## config.mk

```make
export PLATFORM = sky130hd
export DESIGN_NAME = keypad_scanner
export DESIGN_NICKNAME = d
export VERILOG_FILES = /design/src/rtl/keypad_scanner.sv
export SDC_FILE = /design/constraint.sdc
export NUM_CORES = 1
export LEC_CHECK = 0
export BUFFER_PORTS_ARGS = -buffer_cell sky130_fd_sc_hd__buf_2
export CAP_MARGIN = 20
export CORE_ASPECT_RATIO = 0.75
export CORE_MARGIN = 2
export CORE_UTILIZATION = 62
export DETAILED_ROUTE_END_ITERATION = 6
export PLACE_DENSITY = 0.9
export SLEW_MARGIN = 15
export SYNTH_ARGS = -nofsm -noshare
export SYNTH_HDL_FRONTEND = slang
export SYNTH_SLANG_ARGS = --single-unit
```

## constraint.sdc

```tcl
create_clock -name clock -period 4.25 [get_ports clock]
set_input_delay 0.2125 -clock clock [delete_from_list [all_inputs] [get_ports clock]]
set_output_delay 0.2125 -clock clock [all_outputs]
set_load 0.02 [all_outputs]
```

## src/rtl/keypad_scanner.sv

```systemverilog
// 4x4 hex keypad scanner: column scan, 2-FF row synchronizer, press/release debounce,
// and a 32-bit shift register of entered digits for the eight-digit display.
module keypad_scanner #(
  parameter int SCAN_DIV   = 1000,
  parameter int DEB_CYCLES = 50000
) (
  input  logic        clock,
  input  logic        reset,
  input  logic [3:0]  Row,
  input  logic        Clear,
  output logic [3:0]  Col,
  output logic [31:0] Value,
  output logic [3:0]  KeyCode,
  output logic        KeyValid
);

  // state    | meaning
  // SCAN     | drive one column per SCAN_DIV clocks, sample rows on the last dwell clock
  // DEBOUNCE | column held, single low row must stay stable DEB_CYCLES clocks
  // HELD     | key accepted, wait for DEB_CYCLES clocks of all rows released
  typedef enum logic [1:0] {SCAN, DEBOUNCE, HELD} state_t;

  localparam int DW = $clog2(SCAN_DIV);
  localparam int BW = $clog2(DEB_CYCLES);
  localparam logic [DW-1:0] DWELL_LAST = DW'(SCAN_DIV - 1);
  localparam logic [BW-1:0] DEB_LAST   = BW'(DEB_CYCLES - 1);

  state_t        state;
  logic [3:0]    row_meta;
  logic [3:0]    rows;
  logic [3:0]    row_pat;
  logic [1:0]    row_idx;
  logic [1:0]    col_idx;
  logic [DW-1:0] dwell;
  logic [BW-1:0] deb_cnt;

  logic [3:0]    rows_low;
  logic          one_low;
  logic [3:0]    col_next;
  logic [3:0]    accepted_code;

  function automatic logic [1:0] low_index(input logic [3:0] v);
    logic [1:0] idx;
    case (v)
      4'b1110: idx = 2'd0;
      4'b1101: idx = 2'd1;
      4'b1011: idx = 2'd2;
      4'b0111: idx = 2'd3;
      default: idx = 2'd0;
    endcase
    return idx;
  endfunction

  function automatic logic [3:0] key_map(input logic [1:0] r, input logic [1:0] c);
    logic [3:0] code;
    case ({r, c})
      4'b00_00: code = 4'h1;
      4'b00_01: code = 4'h2;
      4'b00_10: code = 4'h3;
      4'b00_11: code = 4'hA;
      4'b01_00: code = 4'h4;
      4'b01_01: code = 4'h5;
      4'b01_10: code = 4'h6;
      4'b01_11: code = 4'hB;
      4'b10_00: code = 4'h7;
      4'b10_01: code = 4'h8;
      4'b10_10: code = 4'h9;
      4'b10_11: code = 4'hC;
      4'b11_00: code = 4'h0;
      4'b11_01: code = 4'hF;
      4'b11_10: code = 4'hE;
      4'b11_11: code = 4'hD;
      default:  code = 4'h0;
    endcase
    return code;
  endfunction

  // exactly one row pulled low: the inverted rows form a one-hot vector
  assign rows_low      = ~rows;
  assign one_low       = (rows_low != 4'h0) && ((rows_low & (rows_low - 4'd1)) == 4'h0);
  assign col_next      = {Col[2:0], Col[3]};
  assign accepted_code = key_map(row_idx, col_idx);

  always_ff @(posedge clock) begin
    if (reset) begin
      row_meta <= 4'hF;
      rows     <= 4'hF;
      row_pat  <= 4'hF;
      row_idx  <= 2'd0;
      col_idx  <= 2'd0;
      state    <= SCAN;
      Col      <= 4'b1110;
      dwell    <= '0;
      deb_cnt  <= '0;
      Value    <= 32'h0;
      KeyCode  <= 4'h0;
      KeyValid <= 1'b0;
    end else begin
      row_meta <= Row;
      rows     <= row_meta;
      KeyValid <= 1'b0;
      if (Clear) Value <= 32'h0;

      case (state)
        SCAN: begin
          if (dwell == DWELL_LAST) begin
            dwell <= '0;
            if (one_low) begin
              row_pat <= rows;
              row_idx <= low_index(rows);
              col_idx <= low_index(Col);
              deb_cnt <= '0;
              state   <= DEBOUNCE;
            end else begin
              Col <= col_next;
            end
          end else begin
            dwell <= dwell + DW'(1);
          end
        end

        DEBOUNCE: begin
          if (rows != row_pat) begin
            state <= SCAN;
            Col   <= col_next;
            dwell <= '0;
          end else if (deb_cnt == DEB_LAST) begin
            KeyCode  <= accepted_code;
            // acceptance takes priority over a simultaneous Clear, keeping the new digit
            Value    <= Clear ? {28'h0, accepted_code} : {Value[27:0], accepted_code};
            KeyValid <= 1'b1;
            deb_cnt  <= '0;
            state    <= HELD;
          end else begin
            deb_cnt <= deb_cnt + BW'(1);
          end
        end

        HELD: begin
          if (rows != 4'hF) begin
            deb_cnt <= '0;
          end else if (deb_cnt == DEB_LAST) begin
            state   <= SCAN;
            Col     <= col_next;
            dwell   <= '0;
            deb_cnt <= '0;
          end else begin
            deb_cnt <= deb_cnt + BW'(1);
          end
        end

        default: state <= SCAN;
      endcase
    end
  end

endmodule

```

**After elaboration in Yosys (flattened, before gate mapping)**

Memory sizes are Yosys's and may differ from the RTL's. A register that Yosys moved wholly into a read port is not among the register bits.
Cells that the tools add are included.

- Multiplexer cells: 34
- Reduce and logical (&&, ||, !) cells: 12
- Add/subtract/negate cells: 3
- Bitwise gates (word level): 4
- Equality and inequality tests: 20

Operator list:

| cell | number |
|---|---|
| $mux W32 | 5 |
| $mux W16 | 5 |
| $pmux W16 S3 | 1 |
| $mux W10 | 4 |
| $pmux W10 S3 | 1 |
| $mux W4 | 7 |
| $pmux W2 S3 | 3 |
| $add A16 B1 Y16 const B | 1 |
| $eq A16 B16 Y1 const B | 1 |
| $eq A4 B4 Y1 const B | 4 |
| $ne A2 B2 Y1 const B | 7 |
| $mux W2 | 6 |
| $pmux W4 S3 | 1 |
| $add A10 B1 Y10 const B | 1 |
| $eq A10 B10 Y1 const B | 1 |
| $eq A4 B3 Y1 const B | 2 |
| $reduce_and A4 Y1 | 2 |
| $reduce_and A3 Y1 | 2 |
| $reduce_and A6 Y1 | 1 |
| $reduce_and A5 Y1 | 1 |
| $and A4 B4 Y4 | 1 |
| $logic_not A4 Y1 | 1 |
| $ne A4 B4 Y1 | 1 |
| $ne A4 B4 Y1 const B | 1 |
| 12 further kinds | 13 |

- Bits of input ports: 7
- Flip-flop bits (word level): 85
- Output and inout port bits: 41
- ROM bits: 64
- Logic and storage cells: 86
- Memories kept: 1

Memory list:

| memory | words | bits a word | read ports | clocked after Yosys merged registers in | wr ports | line | text |
|---|---|---|---|---|---|---|---|
| (no name shown) | 16 | 4 | 1 | 1 | 0 | 56 | `case ({r, c})` |

**Depth between registers and ports, before layout**

- Word-level depth: 8
- Mapped depth: 11
- Gate-level depth less buffers: 10

**Worst setup path before layout**

No wires, ideal clock.

- Path kind: reg-to-reg
- From: register rows[1]
- To: register accepted_code[2] (netlist name)
- Slack: 1.572 ns
- Arrival time: 2.606 ns
- Library setup time: 0.072 ns
- Data required time: 4.178 ns
- Buffers on the path: 2
- Period minus slack after synthesis: 2.678 ns
- Stages on the path, launching flop included: 12
- Cell sequence: dfxtp_1 clkbuf_1 nand2_1 o211a_1 nor4_4 buf_2 nand4_1 a21oi_1 inv_1 ha_1 mux2_2 mux2i_1

RTL lines:

| item | line | text |
|---|---|---|
| start, declared | 30 | `logic [3:0] rows;` |
| start signal, assigned | 100 | `rows <= row_meta;` |

==> PnR_summary.wiki <==
{| class="wikitable"
! Metric !! Value
|-
| Result of the run || complete, no violations
|-
| Final std cells w/o fill || between 500 and 600
|-
| Post-synth EDFFs || 0
|-
| Level count of the clock H-tree || 3
|-
| Number of iterations in the first detailed-routing pass || 5
|-
| Share of synthesized flip-flops with an asynchronous set or reset || 0%
|-
| Final min period || 3.145 ns
|-
| Die ar. || 6898 sq um
|-
| Placed cell area || between 4000 and 5000 sq um
|-
| Dominant register cell in the synthesized netlist || sky130_fd_sc_hd__dfxtp_1
|-
| Cell chosen for the clock root || sky130_fd_sc_hd__clkbuf_8
|-
| Sum of net half-perimeters after detailed placement || around 5.7 mm
|-
| Area taken by multi-input logic gates || slightly below 2000 sq um
|-
| Number of vias in the routed layout || approximately 3300
|-
| CTS Sinks || 89
|-
| Setup slack of the worst register-to-register path || ~1.1 ns
|-
| Final-layout worst hold slack || between 0.03 and 0.04 ns
|-
| Largest fanout on the critical path || 16
|-
| Number of nets in the synthesized netlist || about 470
|-
| Required @ worst endpoint || 4.54 ns
|-
| Post-CTS clock slew at the launch and capture registers of the worst setup and hold paths || ~0.090 ns
|-
| Antenna diodes || 0
|-
| Largest buffer count on any clock path || 2
|-
| Port Buf Inserts || 47
|-
| Initial antenna violation count || 0
|-
| Most common cell in the synthesized netlist || sky130_fd_sc_hd__dfxtp_1
|-
| Proportion of synthesized chip area in sequential cells || between 40% and 50%
|-
| Number of global-route vias before repair || 3002
|-
| Tcrit/Tclk final || 73.99%
|-
| Die Height || 72.43 microns
|-
| Number of primary I/O pins || 48
|-
| List of most frequent post-synthesis cells || sky130_fd_sc_hd__dfxtp_1 (89), sky130_fd_sc_hd__nand2_1 (79), sky130_fd_sc_hd__a21oi_1 (52)
|-
| RSZ-0062 raised after global routing || false
|-
| Avg Cell Area, Syn || 8.622 sq um
|-
| Static leakage power || about 0.0016 uW
|-
| Starting density of the core || between 60 and 70%
|-
| Top cells by area in the synthesized netlist || sky130_fd_sc_hd__dfxtp_1 (46%), sky130_fd_sc_hd__nand2_1 (7.7%), sky130_fd_sc_hd__a21oi_1 (6.7%)
|-
| Hold violation count in the final report || 0
|-
| Clk_skew || 0.01118 ns
|-
| Total Routed Length || 8.290 mm
|-
| Grt ovf || 0
|-
| Final setup viols || 0
|-
| Number of post-CTS setup repair buffers || 0
|-
| Share of final-layout standard cells stronger than drive strength 1 || between 10% and 20%
|-
| Row Count || 24
|-
| Total global-route track usage || 25.37%
|-
| Maximum clock frequency || 0.3180 GHz
|-
| Largest area contributor in the netlist || sky130_fd_sc_hd__dfxtp_1
|-
| Maximum number of pins on one net before global-route repair || 43
|-
| Number of instances in the synthesized netlist || 449
|-
| Post-layout nets || 502
|-
| Number of warnings reported in the yosys synthesis log || 0
|-
| Layout Area Growth over Synthesis || 11.60%
|-
| Fraction of synthesized cell area taken by the top area cell type || 46.02%
|-
| Max-cap viol count || 0
|-
| Number of buffers created by CTS || 9
|-
| Worst Setup End Kind || flop
|-
| Number of fill cells in the layout || between 400 and 500
|-
| Data arrival time at the worst-slack endpoint || around 3.4 ns
|-
| CTS hold repair buffers || 0
|-
| Number of vias per cell after detailed routing || ~5.8
|-
| Wire length of the first global-routing pass || ~14 mm
|-
| Setup TNS || 0 ns
|-
| Latest clock arrival within the worst-skew pair || 0.36 ns
|-
| Routability-driven placement congestion ratio || 0.8518
|-
| Starting DRC count in detailed routing || a little over 300
|-
| Post-synthesis sequential element count || about 90
|-
| Number of distinct standard cells referenced by the synthesized netlist || 48
|-
| Wirelength per Cell || roughly 15 microns
|-
| Worst-case vdd ir drop || around 0.24 mV
|-
| Number of nets still failing antenna checks after routing || 0
|-
| CTS resizes || 0
|-
| Cell area power density || ~350 nW/um^2
|-
| Min-Delay Path Class || input pin to flop
|-
| Core Box Area || between 5000 and 6000 sq um
|-
| Actual transition at the worst max-transition pin || between 1 and 1.5 ns
|-
| Synthesized area || roughly 3900 sq um
|-
| Placed instance count || between 500 and 600
|-
| Kind of critical path || flop to flop
|-
| Clock tree from TritonCTS || done
|-
| Final routed DRC violation total || 0
|-
| Final core utilization || between 70% and 80%
|-
| Slew Limit Headroom || 28.78%
|-
| Die width || roughly 95 microns
|-
| Crit start category || flop
|-
| Sequential cell area || ~1800 sq um
|-
| Count of final max-slew check failures || 0
|-
| Final instance area || approximately 4300 sq um
|}
logic make-up (layout without fill, tap and decap cells):
| family | count (synthesis) | count (layout) | share of synthesized area (%) |
|---|---|---|---|
| simple gates | 206 | 206 | 27.18 |
| flops | 89 | 89 | 46.02 |
| compound gates | 71 | 71 | 10.79 |
| buf+inv | 35 | 76 | 3.717 |
| xor+xnor | 26 | 26 | 5.882 |
| mux | 12 | 12 | 3.167 |
| fa+ha+maj | 10 | 10 | 3.232 |
worst max-delay path, cell delays in order (launching register included):
cell and delay (ns):
sky130_fd_sc_hd__dfxtp_1 0.40, sky130_fd_sc_hd__ha_1 0.24, sky130_fd_sc_hd__and2_1 0.18, sky130_fd_sc_hd__nand3_1 0.13, sky130_fd_sc_hd__nor4_4 0.73, sky130_fd_sc_hd__nand4_1 0.21
sky130_fd_sc_hd__a21oi_1 0.37, sky130_fd_sc_hd__inv_1 0.11, sky130_fd_sc_hd__ha_1 0.31, sky130_fd_sc_hd__mux2_2 0.27, sky130_fd_sc_hd__mux2i_1 0.14
where the power goes:
group          switching (uW)  internal (uW)  total (uW)
clock network             284            271         555
logic                    63.2           35.5        98.8
registers                17.2            847         864
total                     365           1150        1520
stage by stage:
stage	worst slack, ns	total power [uW]
floorplan	1.572	954.8
global placement	1.361	973.4
detailed placement	1.160	978.4
finish	1.105	1518
CTS	1.115	1523
global route	0.8195	1575
layer usage:
metal / wire length (microns) / track usage [%]
met5: 0 / 0
met3: 437 / 6.646
met2: 4014 / 41.63
met4: 143 / 9.662
met1: 3694 / 32.23
layout by cell type (no fill, tap or decap), drive strengths merged, types with 4 or more instances in the layout:
| cell | n |
|---|---|
| nand4b | 4 |
| a21oi | 52 |
| buf | 50 |
| nor4 | 5 |
| nor2b | 7 |
| dfxtp | 89 |
| mux2i | 10 |
| nand3 | 19 |
| nor3 | 4 |
| ha | 10 |
| o21ai | 6 |
| nand2 | 80 |
| and3 | 4 |
| nand4 | 16 |
| a211o | 4 |
| inv | 10 |
| clkbuf | 11 |
| xor2 | 17 |
| nor2 | 34 |
| xnor2 | 9 |
| or2 | 10 |
flip-flops by register name (all words and copies together), names as in the netlist:
name	flops
Value	32
deb_cnt	16
dwell	10
Col	4
KeyCode	4
accepted_code	4
row_meta	4
row_pat	4
rows	4
col_idx	2
row_idx	2
state	2
KeyValid	1
final cells by class:
cell class	count	area share [%]
clock inverters	5	1.303
inverters	10	0.8688
well taps	78	2.259
multi-input cells	325	45.32
clock buffers	11	3.041
repair buffers	50	5.966
flip-flops and latches	89	41.24
worst paths after layout:
| kind | startpoint | endpoint | cells after the start |
|---|---|---|---|
| max | dwell[0] | accepted_code[2] | 10 |
| min | Row[1] | row_meta[1] | 2 |
| max reg2reg | dwell[0] | accepted_code[2] | 10 |
| min reg2reg | row_meta[1] | rows[1] | 1 |
(Power assumes the default switching activity.)
